--- src/rtl/gcd_operand_feeder.sv ---
// gcd_operand_feeder: buffers operand pairs in a FIFO and issues them one at a time to a GCD core
// Ports:
//   clk, rst              clock, synchronous active-high reset
//   in_valid/in_ready     operand pair stream handshake (in_ready = FIFO not full)
//   in_a, in_b            operand pair; pairs with a zero operand are dropped
//   go                    one-cycle start pulse to the GCD controller
//   a_out, b_out          operands to the datapath, held until the next issue
//   done                  core status level (high idle/finished, low computing)
//   busy                  a job is in flight
//   err_zero              one-cycle pulse after a zero-operand pair is dropped
//   count                 FIFO occupancy
//   job_count             completed jobs, wrapping
module gcd_operand_feeder #(
    parameter int WIDTH = 8,
    parameter int DEPTH = 4
) (
    input  logic                     clk,
    input  logic                     rst,
    input  logic                     in_valid,
    output logic                     in_ready,
    input  logic [WIDTH-1:0]         in_a,
    input  logic [WIDTH-1:0]         in_b,
    output logic                     go,
    output logic [WIDTH-1:0]         a_out,
    output logic [WIDTH-1:0]         b_out,
    input  logic                     done,
    output logic                     busy,
    output logic                     err_zero,
    output logic [$clog2(DEPTH):0]   count,
    output logic [15:0]              job_count
);
    localparam int AW = $clog2(DEPTH);
    localparam logic [AW:0] FULL = (AW+1)'(DEPTH);

    typedef enum logic [1:0] {IDLE, GO, WAIT_START, WAIT_DONE} state_t;

    state_t            state_q, state_d;
    logic [WIDTH-1:0]  mem_a_q [DEPTH];
    logic [WIDTH-1:0]  mem_b_q [DEPTH];
    logic [AW-1:0]     wr_ptr_q, rd_ptr_q;
    logic [AW:0]       count_q, count_d;
    logic [WIDTH-1:0]  a_q, a_d, b_q, b_d;
    logic [15:0]       job_q, job_d;
    logic              err_q;
    logic              accept, zero, push, pop;

    assign in_ready  = count_q != FULL;
    assign accept    = in_valid && in_ready;
    assign zero      = in_a == '0 || in_b == '0;
    assign push      = accept && !zero;
    assign pop       = state_q == IDLE && count_q != '0;
    assign count_d   = count_q + {{AW{1'b0}}, push} - {{AW{1'b0}}, pop};
    assign go        = state_q == GO;
    assign busy      = state_q != IDLE;
    assign a_out     = a_q;
    assign b_out     = b_q;
    assign err_zero  = err_q;
    assign count     = count_q;
    assign job_count = job_q;

    // done is only consulted after GO, so the core's idle-high level is never mistaken for completion
    always_comb begin
        state_d = state_q;
        a_d     = a_q;
        b_d     = b_q;
        job_d   = job_q;
        case (state_q)
            IDLE: if (pop) begin
                state_d = GO;
                a_d     = mem_a_q[rd_ptr_q];
                b_d     = mem_b_q[rd_ptr_q];
            end
            GO:         state_d = WAIT_START;
            WAIT_START: if (!done) state_d = WAIT_DONE;
            WAIT_DONE: if (done) begin
                state_d = IDLE;
                job_d   = job_q + 16'd1;
            end
            default:    state_d = IDLE;
        endcase
    end

    always_ff @(posedge clk) begin
        if (rst) begin
            state_q  <= IDLE;
            wr_ptr_q <= '0;
            rd_ptr_q <= '0;
            count_q  <= '0;
            a_q      <= '0;
            b_q      <= '0;
            job_q    <= '0;
            err_q    <= 1'b0;
        end else begin
            state_q  <= state_d;
            count_q  <= count_d;
            a_q      <= a_d;
            b_q      <= b_d;
            job_q    <= job_d;
            err_q    <= accept && zero;
            if (push) wr_ptr_q <= wr_ptr_q + AW'(1);
            if (pop)  rd_ptr_q <= rd_ptr_q + AW'(1);
        end
    end

    // storage needs no reset: occupancy alone decides which entries are valid
    always_ff @(posedge clk) begin
        if (push) begin
            mem_a_q[wr_ptr_q] <= in_a;
            mem_b_q[wr_ptr_q] <= in_b;
        end
    end
endmodule

--- config.mk ---
export PLATFORM = sky130hd
export DESIGN_NAME = gcd_operand_feeder
export DESIGN_NICKNAME = d
export VERILOG_FILES = /design/src/rtl/gcd_operand_feeder.sv
export SDC_FILE = /design/constraint.sdc
export NUM_CORES = 1
export LEC_CHECK = 0
export CORE_AREA = 5 5 99 101
export CTS_BUF_LIST = sky130_fd_sc_hd__clkbuf_8
export DETAILED_ROUTE_END_ITERATION = 10
export DIE_AREA = 0 0 104 106
export GPL_ROUTABILITY_DRIVEN = 0
export PLACE_DENSITY_LB_ADDON = 0.3
export SETUP_SLACK_MARGIN = 0.05
export SLEW_MARGIN = 20
export SYNTH_ARGS = -nofsm -noshare
export SYNTH_HDL_FRONTEND = slang
export SYNTH_SLANG_ARGS = --single-unit
--- constraint.sdc ---
create_clock -name clk -period 3.25 [get_ports clk]
set_input_delay 0.65 -clock clk [delete_from_list [all_inputs] [get_ports clk]]
set_output_delay 0.65 -clock clk [all_outputs]
set_load 0.1 [all_outputs]
# ---- Yosys cells after proc, flatten, opt, wreduce, memory -nomap -nowiden
# Memories as Yosys holds them, arrays and structs flattened. A register that Yosys moved wholly into a read port is not among the register bits.
# Index checks and enable logic that the tools add are counted.
dict set report classes {
  n_eq_ne 7
  mul 0
  n_div 0
  n_bitwise 0
  mux 6
  n_addsub 5
  reduce_logical 14
  n_lt_le_gt_ge 0
  n_shift 0
}
# op count
set ops {}
lappend ops {{$add 16x1->16 const B} 1}
lappend ops {{$logic_not 8->1} 2}
lappend ops {{$pmux 2 s4} 1}
lappend ops {{$mux 2} 3}
lappend ops {{$ne 2x2->1 const B} 3}
lappend ops {{$add 2x1->2 const B} 2}
lappend ops {{$eq 2x2->1 const B} 2}
lappend ops {{$logic_and 1x1->1} 4}
lappend ops {{$reduce_and 2->1} 2}
lappend ops {{$add 3x1->3} 1}
lappend ops {{$ne 3x3->1 const B} 1}
lappend ops {{$reduce_and 3->1} 1}
lappend ops {{$reduce_bool 3->1} 1}
lappend ops {{$sub 3x1->3} 1}
lappend ops {{$eq 2x1->1 const B} 1}
lappend ops {{$logic_not 2->1} 1}
lappend ops {{$mux 1} 2}
lappend ops {{$reduce_bool 2->1} 1}
lappend ops {{$logic_not 1->1} 1}
lappend ops {{$logic_or 1x1->1} 1}
dict set report word_totals {
  in_bits 20
  mem_bits_rw 64
  mem_count 2
  latch_bits 0
  out_inout_bits 39
  wordCells 40
  ff_bits 26
  mem_bits_ro 0
}
# memory words word_bits rd rd_clocked_by_memory_dff write_ports line
set memory_table {}
lappend memory_table {mem_a_q 4 8 1 1 1 38} ;# logic [WIDTH-1:0] mem_a_q [DEPTH];
lappend memory_table {mem_b_q 4 8 1 1 1 39} ;# logic [WIDTH-1:0] mem_b_q [DEPTH];

# ---- Longest topological paths before layout
# Gate-level depths: netlist of the first run.
dict set report logic_depth {
  depth_word 6
  mapped_depth 14
  mapped_depth_nobuf 12
}

# ---- Worst setup path before layout of the first run
# No wires, ideal clock.
dict set report synth_path {
  path_kind {reg2reg}
  from {register count_q[1] (netlist: count[1])}
  to {register count_q[2] (netlist: count[2])}
  path_buffers 0
  required_time_ns 3.122
  path_stages_with_launch 13
  setup_time_ns 0.128
  path_slack_ns -0.633
  period_less_slack_ns 3.883
  arrival_ns 3.756
  cell_sequence {dfxtp_1 or3b_1 nand2_1 a211oi_2 inv_1 ha_1 inv_1 ha_1 inv_1 fa_1 xor2_1 xnor2_1 nor2_1}
}
dict set report synth_via {
  elab_chain_len 5
  word_cells_on_any_way 7
  cone_classes {add/sub: 2; eq/ne: 1; reduce/logical: 4}
}
# element line
set synth_rtl {}
lappend synth_rtl {{start: declaration} 41} ;# logic [AW:0] count_q, count_d;
lappend synth_rtl {{start signal: assignment} 95} ;# count_q <= count_d;
lappend synth_rtl {{$ne 3x3->1} 47} ;# assign in_ready = count_q != FULL;
lappend synth_rtl {{via in_ready} 20} ;# output logic in_ready,
lappend synth_rtl {{$logic_and 1x1->1} 48} ;# assign accept = in_valid && in_ready;
lappend synth_rtl {{$logic_and 1x1->1} 50} ;# assign push = accept && !zero;
lappend synth_rtl {{$add 3x1->3} 52} ;# assign count_d = count_q + {{AW{1'b0}}, push} - {{AW{1'b0}}, pop};
lappend synth_rtl {{$sub 3x1->3} 52}
# The timed path passes the listed nets, and every way through them passes these cells.
# A chain may end at the register's enable or synchronous reset.

# ---- Worst setup path in the final report of the first run
dict set report layout_path {
  from {input port in_a[1]}
  to {register count_q[2] (netlist: count[2])}
}
dict set report layout_via {
  elab_chain_len 6
}
# element line
set layout_rtl {}
lappend layout_rtl {{start: declaration} 21} ;# input logic [WIDTH-1:0] in_a,
lappend layout_rtl {{$logic_not 8->1} 49} ;# assign zero = in_a == '0 || in_b == '0;
lappend layout_rtl {{$logic_or 1x1->1} 49}
lappend layout_rtl {{$logic_not 1->1} 50}
lappend layout_rtl {{$logic_and 1x1->1} 50}
lappend layout_rtl {{$add 3x1->3} 52}
lappend layout_rtl {{$sub 3x1->3} 52}
# Every way passes these cells.

==> results.toml, run 1 <==
[clocking]
tritoncts = "built"
root_buffer = "clkbuf_8"
clock_latency_ps = 350
clkTransAtPathRegs_ps = 100
cts_buffers = 9
post_cts_resize_count = 0
hold_buffers = 0
clock-sinks = 106
post_cts_buffers = 0
clockBufferDepth = 2
htreeDepth = 3

[timing]
hold_viol = 0
fmax_ghz = 0.340
maxSlewViolCount = 0
worst_pin_slew_ps = 920
maxSlewHeadroom_pct = 38.7
finalCritPeriodShare_pct = 90.5
finClkSkew_ps = 13.6
grt_setup_unrepaired = "no"
finalSetupViolCount = 0
setup_tns_ps = 0
period_minus_slack_ps = 2940

[power]
p_comb_share_pct = 40.2
power_frac_clock_pct = 18.4
swShare_pct = 42.4
seqPwrFrac_pct = 41.4
ir_drop_mv = 0.300
p_sw_w = 0.00182
power_density_nw_per_um2 = 837
p_int_w = 0.00248
cellLeakagePower_nw = 1.84

[setup_path]
slowest_stage = "or4_4"
critical_path.most_common_cell = "inv_1"
crit_family = "simple AND/OR/NAND/NOR gates"
critPathArrivalTime_ps = 3170
path_buf_inv = 4
critical-path-max-stage-delay_ps = 580
startpoint_type = "input port"
reg2reg_slack_ps = 790
cp_max_fo = 5
critical_path_class = "input port to flop"
ff2ff_path_depth = 12
worstPathRequired_ps = 3480
critPathCaptureType = "flop"
r2r_start = "state_q[0]"
r2r_end = "count[2]"
crit_chain = "clkdlybuf4s50_1 > or4_4 > nor2_4 > a211oi_2 > inv_1 > ha_1 > inv_1 > ha_1 > inv_1 > fa_1 > xor2_1 > xnor2_1 > nor2_1"

[synthesis]
synth_top_family_by_area = "simple AND/OR/NAND/NOR gates"
synth_cell_types = 42
yosysSeqAreaShare_pct = 64.3
synthCells = 312
syn_area_um2 = 4290
synth_compound_area_share_pct = 4.55
yosys.area_share.simple_pct = 12.3
yosys.area_share.adder_pct = 3.96
avgSynthCellArea_um2 = 13.8
synth_warnings = 0
muxShareOfSynthArea_pct = 9.21
ys_seq_elements = 106
syn_nets = 345
synth_xor_xnor_area_share_pct = 2.86

[finish]
drive_gt1_share_pct = 25.0
nFillCells = 740
antenna_cells = 0
regArea_um2 = 2770
final_cell_area_um2 = 5140
final_cell_mix = "64 x edfxtp_1, 51 x buf_4, 40 x nand2_1"
multi_input_area_um2 = 1410
final_common_cell = "edfxtp_1"
areaGrowthSynthToFinish_pct = 19.7
num-nets-final = 412

[floorplanning]
rows = 35
initial_core_util_pct = 48.1
die_h_um = 106
die_w_um = 104
io_pins = 59
die_area_um2 = 11000
core_um2 = 8930

[hold_path]
hp-class = "flop to flop"
hold_path_depth = 2
hold_path_end = "b_out[3]"
min-delay-start = "b_out[3]"

[global_routing]
track_usage_pct = 15.0
grt_max_degree = 46
grt_pass1_vias = 2584
grt_pass1_wl_um = 13100
overflow = 0
antenna_found_initial = 0

[routing]
drtPass1Iterations = 4
final_antenna_net_count = 0
num_vias = 2600
avgViaCountPerCell = 5.25
drcViolationCount = 0
routedWlPerCell_um = 16.2
first_iter_violations = 85
drt_wl_total_um = 8000

[run_status]
status = "finished clean"

[placed_design]
io_buffers = 58
hpwl_um = 5540
dpl_cell_area_um2 = 4940

[flow_run]
cap_violations = 0
power groups by stage:
stage          Combinational, W  Sequential (W)  Clock [W]
2_1_floorplan          0.000747         0.00242          0
3_3_place_gp            0.00173         0.00181          0
3_5_place_dp            0.00175         0.00182          0
4_1_cts                 0.00175         0.00179   0.000814
5_1_grt                 0.00184         0.00181   0.000868
6_report                0.00173         0.00178   0.000792
how the worst max path moves through the flow:
stage / slack [ps] / depth (start not counted) / startpoint / endpoint
final: 310 / 13 / in_a[1] / count[2]
after global routing: 180 / 13 / in_a[1] / count[2]
after CTS: 330 / 13 / in_a[1] / count[2]
after detailed placement: -50 / 13 / in_a[1] / count[2]
after global placement: 10 / 13 / in_a[1] / count[2]
after floorplan: 170 / 12 / count[1] / count[2]
cell type report:
class	count	share of cell area (%)
repair buffers	70	11.2
clock inverters	7	1.36
clock buffers	9	2.41
well taps	111	2.70
multi-input cells	178	27.5
inverters	14	1.02
flip-flops and latches	106	53.8
synthesized netlist by cell type, drive strengths merged:
| cell type | instances | area [µm²] |
|---|---|---|
| nor2 | 21 | 86.3 |
| or4 | 2 | 22.5 |
| nor3 | 5 | 35.0 |
| a221oi | 1 | 15.0 |
| nor2b | 2 | 12.5 |
| nand4 | 7 | 43.8 |
| nand3 | 5 | 25.0 |
| nor4 | 3 | 40.0 |
| xnor2 | 6 | 52.6 |
| dfxtp | 42 | 841 |
| ha | 12 | 150 |
| a41o | 1 | 10.0 |
| a211oi | 2 | 20.0 |
| inv | 14 | 52.6 |
| mux2 | 1 | 15.0 |
| and2 | 5 | 31.3 |
| o21ai | 1 | 5.00 |
| buf | 8 | 45.0 |
| fa | 1 | 20.0 |
| clkbuf | 6 | 22.5 |
| a21oi | 22 | 110 |
| or3 | 1 | 6.26 |
| or3b | 1 | 8.76 |
| nand2 | 40 | 150 |
| and4 | 3 | 26.3 |
| nand4b | 1 | 8.76 |
| a31o | 3 | 26.3 |
| xor2 | 8 | 70.1 |
| and3 | 2 | 12.5 |
| edfxtp | 64 | 1920 |
| mux4 | 16 | 360 |
| a311oi | 1 | 8.76 |
| nand2b | 3 | 18.8 |
| mux2i | 2 | 20.0 |
layer usage:
layer  vias up  track usage, %  share of wire [%]
met5         -               0                  0
met4         0            5.46               0.51
met3         2            3.89                5.6
met2        63            24.3                 50
met1      1268            19.5                 44
li1       1267               -                  -
worst register-to-register path: cells and delay by family, from the launching register on:
kind | cells | cell delay [ps]
adder cells (fa/ha/maj) | 4 | 1030
AND/OR/NAND/NOR | 2 | 150
buffers and inverters | 4 | 500
XOR/XNOR | 2 | 320
flip-flops | 1 | 360
metrics by stage:
stage	hold slack [ps]	std cells	total power [W]	setup WS [ps]	utilization, %
floorplan	482	312	0.00317	174	-
global placement	449	479	0.00354	15.0	55.4
detailed placement	451	479	0.00356	-49.6	55.4
CTS	465	495	0.00435	330	57.5
global route	481	495	0.00452	179	57.5
finish	463	495	0.00430	308	57.5
flip-flops by register name, indices dropped and copies added (netlist names), 2 cells and up:
register   cells
mem_a_q       32
mem_b_q       32
state_q        2
job_count     16
b_out          8
count          3
rd_ptr_q       2
a_out          8
wr_ptr_q       2
cells by family after synthesis:
kind of cell	count (synthesis)
compound gates	31
buf+inv	28
mux	19
fa+ha+maj	13
simple gates	101
flops	106
xor+xnor	14
No activity file was read; power rests on OpenSTA's default activity.
==> inputs of run 2 (changes only) <==
--- a/config.mk
+++ b/config.mk
@@ -16,3 +16,4 @@
 export SYNTH_ARGS = -nofsm -noshare
 export SYNTH_HDL_FRONTEND = slang
 export SYNTH_SLANG_ARGS = --single-unit
+export TNS_END_PERCENT = 30
==> results of run 2 <==
Final layout, timing and power as in run 1 (identical DEF).
